===== src/rtl/edit_sequencer.sv =====
// Alarm-time edit sequencer: key edge detection, IDLE/EDIT control, field selector, value strobes.
// Optional build macro EDIT_AUTO_REPEAT_EN adds auto-repeat of held up/down keys.
module edit_sequencer #(
    parameter int FIELDS        = 4,
    parameter int REPEAT_DELAY  = 500,
    parameter int REPEAT_PERIOD = 100,
    parameter int TIMEOUT       = 10000
) (
    input  logic                      clock,
    input  logic                      reset,
    input  logic                      key_set,
    input  logic                      key_back,
    input  logic                      key_left,
    input  logic                      key_right,
    input  logic                      key_up,
    input  logic                      key_down,
    output logic                      editing,
    output logic [$clog2(FIELDS)-1:0] field_sel,
    output logic                      value_inc,
    output logic                      value_dec,
    output logic                      commit,
    output logic                      cancel
);

    localparam int FW = $clog2(FIELDS);
    localparam int TW = (TIMEOUT > 2) ? $clog2(TIMEOUT) : 1;
    localparam logic [FW-1:0] FIELD_MAX = FW'(FIELDS - 1);
    localparam logic [TW-1:0] TO_MAX    = TW'(TIMEOUT - 1);

    typedef enum logic {IDLE = 1'b0, EDIT = 1'b1} state_t;

    state_t          state_q;
    logic [5:0]      prev_q;
    logic [TW-1:0]   to_q;
    logic [FW-1:0]   field_q;
    logic            inc_q, dec_q, commit_q, cancel_q;

    logic [5:0] keys, press;
    logic       set_press, back_press, left_press, right_press, up_press, down_press;
    logic       up_only, down_only, activity, leave, rep_fire;

    assign keys  = {key_set, key_back, key_left, key_right, key_up, key_down};
    assign press = keys & ~prev_q;
    assign {set_press, back_press, left_press, right_press, up_press, down_press} = press;

    // Holding the opposite key blocks a strobe, so simultaneous up/down never adjusts the field.
    assign up_only   = key_up & ~key_down;
    assign down_only = key_down & ~key_up;
    assign activity  = |keys;
    assign leave     = (state_q == EDIT) && (set_press || back_press || to_q == TO_MAX);

`ifdef EDIT_AUTO_REPEAT_EN
    localparam int RMAX = (REPEAT_DELAY > REPEAT_PERIOD) ? REPEAT_DELAY : REPEAT_PERIOD;
    localparam int RW   = $clog2(RMAX + 1);

    logic [RW-1:0] rep_q;
    logic          rep_phase_q;

    // First repeat waits REPEAT_DELAY from the press; later ones are REPEAT_PERIOD apart.
    assign rep_fire = (state_q == EDIT) && (up_only || down_only) && !(up_press || down_press) &&
                      (rep_phase_q ? (rep_q == RW'(REPEAT_PERIOD - 1))
                                   : (rep_q == RW'(REPEAT_DELAY - 1)));

    always_ff @(posedge clock or posedge reset) begin
        if (reset) begin
            rep_q       <= '0;
            rep_phase_q <= 1'b0;
        end else if (state_q != EDIT || leave || !(up_only || down_only) || up_press || down_press) begin
            rep_q       <= '0;
            rep_phase_q <= 1'b0;
        end else if (rep_fire) begin
            rep_q       <= '0;
            rep_phase_q <= 1'b1;
        end else begin
            rep_q <= rep_q + RW'(1);
        end
    end
`else
    assign rep_fire = 1'b0;
`endif

    always_ff @(posedge clock or posedge reset) begin
        if (reset) begin
            state_q  <= IDLE;
            prev_q   <= '0;
            to_q     <= '0;
            field_q  <= '0;
            inc_q    <= 1'b0;
            dec_q    <= 1'b0;
            commit_q <= 1'b0;
            cancel_q <= 1'b0;
        end else begin
            prev_q   <= keys;
            inc_q    <= 1'b0;
            dec_q    <= 1'b0;
            commit_q <= 1'b0;
            cancel_q <= 1'b0;
            case (state_q)
                IDLE: begin
                    if (set_press) begin
                        state_q <= EDIT;
                        field_q <= '0;
                        to_q    <= '0;
                    end
                end
                EDIT: begin
                    if (leave) begin
                        commit_q <= set_press;
                        cancel_q <= !set_press;
                        state_q  <= IDLE;
                        field_q  <= '0;
                        to_q     <= '0;
                    end else begin
                        // to_q < TO_MAX here, so the increment saturates at TO_MAX naturally.
                        to_q <= activity ? '0 : to_q + TW'(1);
                        if (right_press && !left_press) begin
                            field_q <= (field_q == FIELD_MAX) ? '0 : field_q + FW'(1);
                        end else if (left_press && !right_press) begin
                            field_q <= (field_q == '0) ? FIELD_MAX : field_q - FW'(1);
                        end else begin
                            inc_q <= up_only && (up_press || rep_fire);
                            dec_q <= down_only && (down_press || rep_fire);
                        end
                    end
                end
                default: state_q <= IDLE;
            endcase
        end
    end

    assign editing   = (state_q == EDIT);
    assign field_sel = field_q;
    assign value_inc = inc_q;
    assign value_dec = dec_q;
    assign commit    = commit_q;
    assign cancel    = cancel_q;

endmodule


===== config.mk =====
export PLATFORM = sky130hd
export DESIGN_NAME = edit_sequencer
export DESIGN_NICKNAME = d
export VERILOG_FILES = /design/src/rtl/edit_sequencer.sv
export SDC_FILE = /design/constraint.sdc
export NUM_CORES = 1
export LEC_CHECK = 0
export CORE_ASPECT_RATIO = 0.6
export CORE_MARGIN = 2
export CORE_UTILIZATION = 50
export DETAILED_ROUTE_END_ITERATION = 8
export GPL_ROUTABILITY_DRIVEN = 0
export PLACE_DENSITY = 0.82
export SLEW_MARGIN = 30
export SYNTH_ARGS = -nofsm -noshare
export SYNTH_HDL_FRONTEND = slang
export SYNTH_SLANG_ARGS = --single-unit

===== constraint.sdc =====
create_clock -name clock -period 2.54 [get_ports clock]
set_input_delay 0.762 -clock clock [delete_from_list [all_inputs] [get_ports clock]]
set_output_delay 0.762 -clock clock [all_outputs]
set_load 0.005 [all_outputs]

==> results_dict.tcl, run 1 <==
set metrics [dict create \
    required_ns 2.74 \
    cts_tree "yes" \
    end_kind "flop" \
    ys_async_sr_fraction 1.00 \
    first_pass_iters 4 \
    drive_above_1_share 0.107 \
    cts_root_buffer "clkbuf_8" \
    relSlewSlack 0.632 \
    port_buffers 14 \
    drc_errors 0 \
    p_leak_nw 0.675 \
    final_nets 173 \
    clkSinkCount 27 \
    clk_pin_slew_ns 0.09 \
    worst_slew_pin_slew_ns 0.547 \
    crit_family "simple AND/OR/NAND/NOR gates" \
    grt_pass1_wl_um 5250 \
    ys_seq_area_frac 0.481 \
    synth_top_cell_area_share 0.481 \
    min_path_type "reg -> reg" \
    crit_fanout 14 \
    synth_edf_count 0 \
    cts_setup_buffers 0 \
    ir_drop_v 0.000262 \
    synth_area_mm2 0.00141 \
    overflow 0 \
    vias 1155 \
    numCtsBuffers 3 \
    via_per_inst 6.05 \
    fin_setup_tns_ns 0 \
    core_mm2 0.00259 \
    final_cell_mix "dfrtp_1, nand2_1, clkdlybuf4s50_1" \
    ant_nets 0 \
    antenna_found_initial 0 \
    path_cells "clkdlybuf4s50_1 > nor4b_1 > nand2_1 > buf_4 > or2_2 > o211ai_1" \
    whs_ns 0.493 \
    die_h_um 45.1 \
    fin_skew_ns 0.00939 \
    yosysTopAreaCell "dfrtp_1" \
    syn_inst 138 \
    slowest_delay_ns 0.45 \
    crit_type "in -> reg" \
    critPathLaunchType "input port" \
    avgSynthCellArea_um2 10.2 \
    ys_ff_latch 27 \
    post-route-period-util 0.916 \
    worstPathBufferInverterCount 2 \
    pin_count 15 \
    p_total_w 0.000815 \
    hold_viol 0 \
    cts.repair.resized 0 \
    layout_commonest_cell "dfrtp_1" \
    clock_latency_ns 0.28 \
    dieWidth_um 72.4 \
    rsz0062_at_grt "false" \
    post-route-min-period_ns 2.33 \
    dr.first_iter.drc_count 101 \
    clock.fmax_mhz 430 \
    cp.arrival_ns 2.52 \
    fin_area_mm2 0.00164 \
    routedWlPerCell_um 16.5 \
    synth_area_leaders "dfrtp_1, nand2_1, ha_1, o21ai_0, nor4_1" \
    ys.flop_type "dfrtp_1" \
    drv_cap 0 \
    drt_wl_total_um 3140 \
    cts_htree_levels 1 \
    rows 14 \
    syn2layout_area_growth_pct 16.7 \
    synth_fp_nets 151 \
    synth_cell_types 43 \
    cp_slowest_cell "clkdlybuf4s50_1" \
    maxSlewViolCount 0 \
    grt_max_degree 28 \
    grt_pass1_vias 1067 \
    ctsHoldBuffers 0 \
    initial_utilization 0.542 \
    diodes 0 \
    setup_viol 0 \
    outcome "complete, no violations" \
    dieArea_mm2 0.00326 \
    clock_path_buffers 2 \
    grt_usage 0.223 \
    ys_warn_count 0 \
    dp_hpwl_um 2310 \
    p_per_area_mw_per_mm2 497 \
    placed_cell_area_mm2 0.00159 \
]
tightest hold or removal path: stages, from the launching register on:
cell     delay (ns)
dfrtp_1        0.33
nor2_1         0.03
nand2_1        0.06
nor4_1         0.04
synth_stat cells, types with 2 or more instances:
cell / n
and2_1: 2
buf_6: 2
dfrtp_1: 27
ha_1: 5
inv_1: 7
nand2_1: 19
nand2b_1: 4
nand3_1: 4
nand4_1: 3
nor2_1: 6
nor2b_1: 2
nor3_1: 4
nor3b_1: 4
nor4_1: 5
o211ai_1: 2
o21a_1: 2
o21ai_0: 7
o22a_1: 2
o22ai_1: 2
o311ai_0: 2
o31ai_1: 2
or4_2: 2
xnor2_1: 3
final timing paths:
| path | startpoint | to | slack [ns] | depth (start not counted) |
|---|---|---|---|---|
| min | prev_q[0] | value_dec | 0.49 | 3 |
| min reg2reg | prev_q[0] | value_dec | 0.49 | 3 |
| max | key_back | to_q[7] | 0.21 | 6 |
| max in group asynchronous | reset | to_q[8] | 1.42 | 3 |
| min in group asynchronous | reset | prev_q[4] | 0.86 | 3 |
| max reg2reg | to_q[4] | field_sel[0] | 0.54 | 4 |
final cells by class:
class | count | area [um2]
clock buffers | 4 | 45.0
multi-input cells | 101 | 667
fillers | 224 | 953
flip-flops and latches | 27 | 676
well taps | 32 | 40.0
inverters | 7 | 26.3
repair buffers | 20 | 185
layer usage:
layer  vias to the layer above  share of wire  track usage
met3                        10          0.061       0.0647
li1                        547              -            -
met2                        36           0.42        0.321
met4                         0          0.024       0.0778
met5                         -              0            0
met1                       562           0.49        0.326
sequential cells by signal, summed over array words and instances, names as in the netlist:
register	cells
prev_q	6
to_q	14
editing	1
value_dec	1
cancel	1
value_inc	1
commit	1
field_sel	2
per-stage QoR:
step,cells,worst slack (ns),utilization
floorplan,138,0.569,-
global placement,187,0.101,0.615
detailed placement,187,-0.0501,0.615
CTS,191,0.263,0.632
global route,191,0.0907,0.632
finish,191,0.212,0.632
cells by family (layout without fill, tap and decap cells):
| group | Yosys count | after routing | share of synthesized area |
|---|---|---|---|
| compound gates | 27 | 27 | 0.137 |
| xor+xnor | 4 | 4 | 0.0249 |
| fa+ha+maj | 5 | 5 | 0.0445 |
| buf+inv | 10 | 31 | 0.0445 |
| flops | 27 | 27 | 0.481 |
| simple gates | 65 | 65 | 0.268 |
where the power goes:
part | leakage [nW] | total [W] | switching [W] | internal [W]
logic | 0.292 | 0.000117 | 0.0000610 | 0.0000558
registers | 0.360 | 0.000453 | 0.00000879 | 0.000444
clock network | 0.0228 | 0.000245 | 0.000133 | 0.000113
(Power assumes the default switching activity.)
==> inputs of run 2 (changes only) <==
--- a/config.mk
+++ b/config.mk
@@ -5,12 +5,14 @@
 export SDC_FILE = /design/constraint.sdc
 export NUM_CORES = 1
 export LEC_CHECK = 0
+export ABC_AREA = 1
 export CORE_ASPECT_RATIO = 0.6
 export CORE_MARGIN = 2
 export CORE_UTILIZATION = 50
 export DETAILED_ROUTE_END_ITERATION = 8
 export GPL_ROUTABILITY_DRIVEN = 0
-export PLACE_DENSITY = 0.82
+export MAX_ROUTING_LAYER = met4
+export PLACE_DENSITY = 0.81
 export SLEW_MARGIN = 30
 export SYNTH_ARGS = -nofsm -noshare
 export SYNTH_HDL_FRONTEND = slang
==> run 2 against run 1 <==
Against the previous run:
- combinational power rose by 7%
- global-route usage fell by 2.0 points
- die area rose by 3.0%
- total power rose by 2.2%
- clock skew fell by 0.0068 ns
- core utilization fell by 3.2 points
- sequential power rose by 2%
- via count rose by 6.0%
- critical path type is now reg -> out
- register-to-register slack improved by 0.38 ns
- wire length fell by 8.5%
==> results_dict.tcl, run 2 <==
set metrics [dict create \
    outcome "complete, no violations" \
    syn2layout_area_growth_pct 16.5 \
    diodes 0 \
    dr.first_iter.drc_count 105 \
    routedWlPerCell_um 12.3 \
    antenna_found_initial 0 \
    clk_pin_slew_ns 0.09 \
    ys_seq_area_frac 0.466 \
    fin_skew_ns 0.00264 \
    yosysTopAreaCell "dfrtp_1" \
    maxSlewViolCount 0 \
    required_ns 1.78 \
    regArea_um2 676 \
    pin_count 15 \
    p_sw_w 0.000221 \
    dp_hpwl_um 2160 \
    numCtsBuffers 3 \
    vias 1224 \
    pwr-share-seq 0.557 \
    ys.flop_type "dfrtp_1" \
    min_path_type "reg -> reg" \
    whs_ns 0.484 \
    instances_no_fill 234 \
    ctsHoldBuffers 0 \
    core_mm2 0.00282 \
    r2r-end "to_q[9]" \
    clkSinkCount 27 \
    r2r_slack_ns 0.92 \
    synth_edf_count 0 \
    clock.fmax_mhz 467 \
    crit_type "reg -> out" \
    cts_root_buffer "clkbuf_8" \
    crit_cells 1 \
    rsz0062_at_grt "false" \
    die_h_um 45.7 \
    cp-endpoint "editing" \
    relSlewSlack 0.734 \
    post-route-period-util 0.844 \
    first_pass_iters 5 \
    post-route-min-period_ns 2.14 \
    cts_tree "yes" \
    hold_viol 0 \
    drive_above_1_share 0.0950 \
    p_leak_nw 0.787 \
    grt_max_degree 28 \
    grt_pass1_wl_um 4900 \
    fin_setup_tns_ns 0 \
    synthMostInstantiatedCell "nand2_1" \
    ant_nets 0 \
    synth_top_cell_area_share 0.466 \
    multi_input_area_um2 672 \
    p_per_area_mw_per_mm2 493 \
    clock_power_share 0.293 \
    syn_inst 181 \
    finalWorstSetupSlack_ns 0.397 \
    dieArea_mm2 0.00336 \
    place_inst 230 \
    reg2regPathDepth 8 \
    synth_cell_types 22 \
    slowest_delay_ns 0.57 \
    ys_top_cells_by_count "nand2_1, nor2_1, dfrtp_1, inv_1, o21ai_0" \
    ys_async_sr_fraction 1.00 \
    cp.arrival_ns 1.38 \
    initial_utilization 0.515 \
    port_buffers 14 \
    dieWidth_um 73.5 \
    crit_fanout 8 \
    drv_cap 0 \
    rows 15 \
    synth_fp_nets 194 \
    regMostFlops "to_q" \
    critPathLaunchType "flop" \
    setup_viol 0 \
    ys_warn_count 0 \
    via_per_inst 5.23 \
    layout_commonest_cell "nand2_1" \
    end_kind "output pin" \
    regToRegStartpoint "to_q[0]" \
    cts_htree_levels 1 \
    avgSynthCellArea_um2 8.01 \
    crit_family "buffers and inverters" \
    ys_ff_latch 27 \
    overflow 0 \
    worst_slew_pin_slew_ns 0.398 \
    final_cell_mix "nand2_1, nor2_1, dfrtp_1" \
    cts.repair.resized 0 \
    cp_slowest_cell "clkdlybuf4s50_1" \
    path_cells "clkdlybuf4s50_1" \
    swShare 0.266 \
    dp_slack_ns 0.302 \
    drt_wl_total_um 2880 \
    synth_area_leaders "dfrtp_1, nand2_1, nor2_1, inv_1, ha_1" \
    clock_latency_ns 0.27 \
    clock_path_buffers 2 \
    drc_errors 0 \
    synth_area_mm2 0.00145 \
    final_nets 214 \
    grt_usage 0.203 \
    worstSetupStartpoint "editing" \
    combPwrFrac 0.151 \
    grt_pass1_vias 1049 \
    intPower_w 0.000611 \
    cts_setup_buffers 0 \
    worstPathBufferInverterCount 1 \
    largest_register_ffs 14 \
    ir_drop_v 0.000278 \
    final.fill_count 260 \
]
run 2: cell count changes in the layout (fill, tap and decap cells not counted), moves of 4 or more:
cell	previous run	this run
nand2b_1	4	0
nand2_1	19	42
inv_1	7	23
nor2_1	6	29
nor4_1	5	0
buf_4	6	2
nand3_1	4	9
nand4_1	3	8
nor3b_1	4	0
o21ai_0	7	11
run 2: worst min-delay path by stage:
stage | cells after the start | slack [ns] | to | start
2_1_floorplan | 3 | 0.46 | value_dec | prev_q[0]
3_3_place_gp | 3 | 0.47 | value_dec | prev_q[0]
6_report | 3 | 0.48 | value_dec | prev_q[0]
4_1_cts | 3 | 0.49 | value_dec | prev_q[0]
3_5_place_dp | 3 | 0.47 | value_dec | prev_q[0]
5_1_grt | 3 | 0.54 | value_dec | prev_q[0]
run 2: worst register-to-register path: cells and delay by family (launching register included):
kind | cells | cell delay (ns)
adder cells (fa/ha/maj) | 1 | 0.26
buffers and inverters | 1 | 0.05
flip-flops | 1 | 0.42
AND/OR/NAND/NOR | 6 | 0.82
run 2: area by class of cell:
| type | instances | share of cell area |
|---|---|---|
| inverters | 26 | 0.0578 |
| multi-input cells | 127 | 0.398 |
| repair buffers | 16 | 0.0919 |
| clock buffers | 3 | 0.0244 |
| clock inverters | 1 | 0.00296 |
| well taps | 34 | 0.0252 |
| flip-flops and latches | 27 | 0.400 |
run 2: power groups by stage:
stage	registers [W]	logic, W	clock network (W)
after global placement	0.000471	0.000124	0
after CTS	0.000463	0.000126	0.000247
after global routing	0.000466	0.000144	0.000267
final	0.000463	0.000125	0.000244
after floorplan	0.000469	0.0000686	0
after detailed placement	0.000471	0.000126	0
run 2: layer usage:
| metal | routed length [um] | vias up | share of wire | track usage |
|---|---|---|---|---|
| li1 | - | 616 | - | - |
| met1 | 1540 | 573 | 0.53 | 0.311 |
| met2 | 1140 | 31 | 0.40 | 0.275 |
| met3 | 181 | 4 | 0.063 | 0.0487 |
| met4 | 16 | 0 | 0.0056 | 0.0327 |
| met5 | 0 | - | 0 | - |
run 2: logic make-up (layout without fill, tap and decap cells):
kind of cell	count (synthesis)	after routing	synth area share
AO/OA/AOI/OAI	17	17	0.0682
buffers and inverters	27	46	0.0707
AND/OR/NAND/NOR	100	100	0.322
flip-flops	27	27	0.466
XOR/XNOR	5	5	0.0302
adder cells (fa/ha/maj)	5	5	0.0431
run 2: stage by stage:
| step | cell area (um2) | utilization | total power (W) |
|---|---|---|---|
| finish | 1690 | 0.600 | 0.000833 |
| global route | 1690 | 0.600 | 0.000878 |
| CTS | 1690 | 0.600 | 0.000837 |
| detailed placement | 1640 | 0.584 | 0.000597 |
| global placement | 1640 | 0.584 | 0.000595 |
| floorplan | 1450 | - | 0.000538 |
==> inputs of run 3 (changes only) <==
--- a/config.mk
+++ b/config.mk
@@ -12,7 +12,7 @@
 export DETAILED_ROUTE_END_ITERATION = 8
 export GPL_ROUTABILITY_DRIVEN = 0
 export MAX_ROUTING_LAYER = met4
-export PLACE_DENSITY = 0.81
+export PLACE_DENSITY = 0.83
 export SLEW_MARGIN = 30
 export SYNTH_ARGS = -nofsm -noshare
 export SYNTH_HDL_FRONTEND = slang
==> constraint.sdc (replaced) <==
create_clock -name clock -period 1.9 [get_ports clock]
set_input_delay 0.57 -clock clock [delete_from_list [all_inputs] [get_ports clock]]
set_output_delay 0.57 -clock clock [all_outputs]
set_load 0.005 [all_outputs]
==> run 3 against run 2 <==
Against the previous run:
- first-iteration DRC count is 21% lower
- wire length is 6.4% higher
- sequential share of layout area is 1.8 points lower
- critical path type unchanged
- largest power group unchanged
- clock power is 36% higher
==> results_dict.tcl, run 3 (synthesized netlist as in run 2, its figures left out) <==
set metrics [dict create \
    vias 1279 \
    drt_wl_total_um 3060 \
    dieArea_mm2 0.00336 \
    dr.first_iter.drc_count 83 \
    drc_errors 0 \
    die_h_um 45.7 \
    dp_slack_ns -0.155 \
    port_buffers 14 \
    overflow 0 \
    cts_setup_buffers 0 \
    grt_pass1_wl_um 5200 \
    maxSlewViolCount 0 \
    layout_commonest_cell "nand2_1" \
    min_path_type "reg -> reg" \
    cts_root_buffer "clkbuf_8" \
    clock_latency_ns 0.28 \
    r2r_slack_ns 0.27 \
    antenna_found_initial 0 \
    end_kind "output pin" \
    dieWidth_um 73.5 \
    crit_type "reg -> out" \
    worstPathBufferInverterCount 1 \
    rows 15 \
    routedWlPerCell_um 12.5 \
    ant_nets 0 \
    min_from "prev_q[1]" \
    ctsHoldBuffers 0 \
    crit_family "buffers and inverters" \
    grt_pass1_vias 1169 \
    fin_setup_tns_ns 0 \
    pin_count 15 \
    final_cell_mix "nand2_1, nor2_1, dfrtp_1" \
    core_mm2 0.00282 \
    via_per_inst 5.24 \
    grt_max_degree 28 \
    instances_no_fill 244 \
    required_ns 1.33 \
    post-route-period-util 0.953 \
    finalWorstSetupSlack_ns 0.0895 \
    worst_slew_pin_slew_ns 0.334 \
    clock.fmax_mhz 552 \
    path_cells "clkdlybuf4s50_1" \
    fin_skew_ns 0.00533 \
    min_to "value_inc" \
    setup_viol 0 \
    slowest_delay_ns 0.53 \
    cts.repair.resized 0 \
    final_nets 224 \
    crit_fanout 5 \
    whs_path_depth 3 \
    p_per_area_mw_per_mm2 648 \
    clock_path_buffers 2 \
    cts_tree "yes" \
    post-route-min-period_ns 1.81 \
    cp.arrival_ns 1.24 \
    syn2layout_area_growth_pct 22.0 \
    numCtsBuffers 3 \
    outcome "complete, no violations" \
    diodes 0 \
    r2r-end "to_q[9]" \
    initial_utilization 0.515 \
    reg2regPathDepth 8 \
    critPathLaunchType "flop" \
    drv_cap 0 \
    first_pass_iters 4 \
    rsz0062_at_grt "false" \
    fin_area_mm2 0.00177 \
    p_leak_nw 0.831 \
    clk_pin_slew_ns 0.09 \
    grt_usage 0.214 \
    place_inst 240 \
    placed_cell_area_mm2 0.00172 \
    cp_slowest_cell "clkdlybuf4s50_1" \
    regMostFlops "to_q" \
    drive_above_1_share 0.143 \
    relSlewSlack 0.777 \
    hold_viol 0 \
    dp_hpwl_um 2430 \
    clkSinkCount 27 \
    regToRegStartpoint "to_q[0]" \
    ir_drop_v 0.000411 \
    cts_htree_levels 1 \
    largest_register_ffs 14 \
]
## run 3: worst min-delay path, stage by stage (launching register included)
cell	delay, ns
dfrtp_1	0.34
nor3_1	0.05
nand2_1	0.05
nor2_1	0.04
## run 3: final cells by class
type                            count  area, um2
Multi-Input combinational cell    127        674
Fill cell                         241       1050
Tap cell                           34       42.5
Inverter                           26       97.6
Timing Repair Buffer               26        230
Clock buffer                        3       41.3
Sequential cell                    27        676
Clock inverter                      1       7.51
## run 3: metal layers
metal | part of all wire | up-vias | global-route usage | routed length [um]
met4 | 0.0059 | 0 | 0.0327 | 18
met1 | 0.52 | 602 | 0.314 | 1590
met3 | 0.056 | 5 | 0.0465 | 170
met2 | 0.42 | 32 | 0.309 | 1280
met5 | 0 | - | - | 0
li1 | - | 640 | - | -
## run 3: how the worst max path moves through the flow
stage            startpoint      endpoint  slack (ns)  depth (start not counted)
2_1_floorplan     key_right  field_sel[0]        0.47                          8
3_5_place_dp      key_right  field_sel[1]       -0.16                          9
6_report       field_sel[0]  field_sel[0]        0.09                          1
4_1_cts        field_sel[0]  field_sel[0]        0.08                          1
3_3_place_gp      key_right  field_sel[1]       -0.15                          9
5_1_grt             key_set       to_q[9]        0.02                          8
## run 3: metrics by stage
step	hold WS (ns)	power, W	util
global placement	0.473	0.000822	0.610
finish	0.493	0.00115	0.628
detailed placement	0.480	0.000825	0.610
CTS	0.494	0.00116	0.628
floorplan	0.459	0.000719	-
global route	0.525	0.00121	0.628
## run 3: report_power, final
part | internal, W | switching, W | total [W] | leakage [nW]
logic | 0.0000969 | 0.000104 | 0.000201 | 0.449
registers | 0.000596 | 0.0000167 | 0.000613 | 0.360
clock network | 0.000149 | 0.000183 | 0.000332 | 0.0217
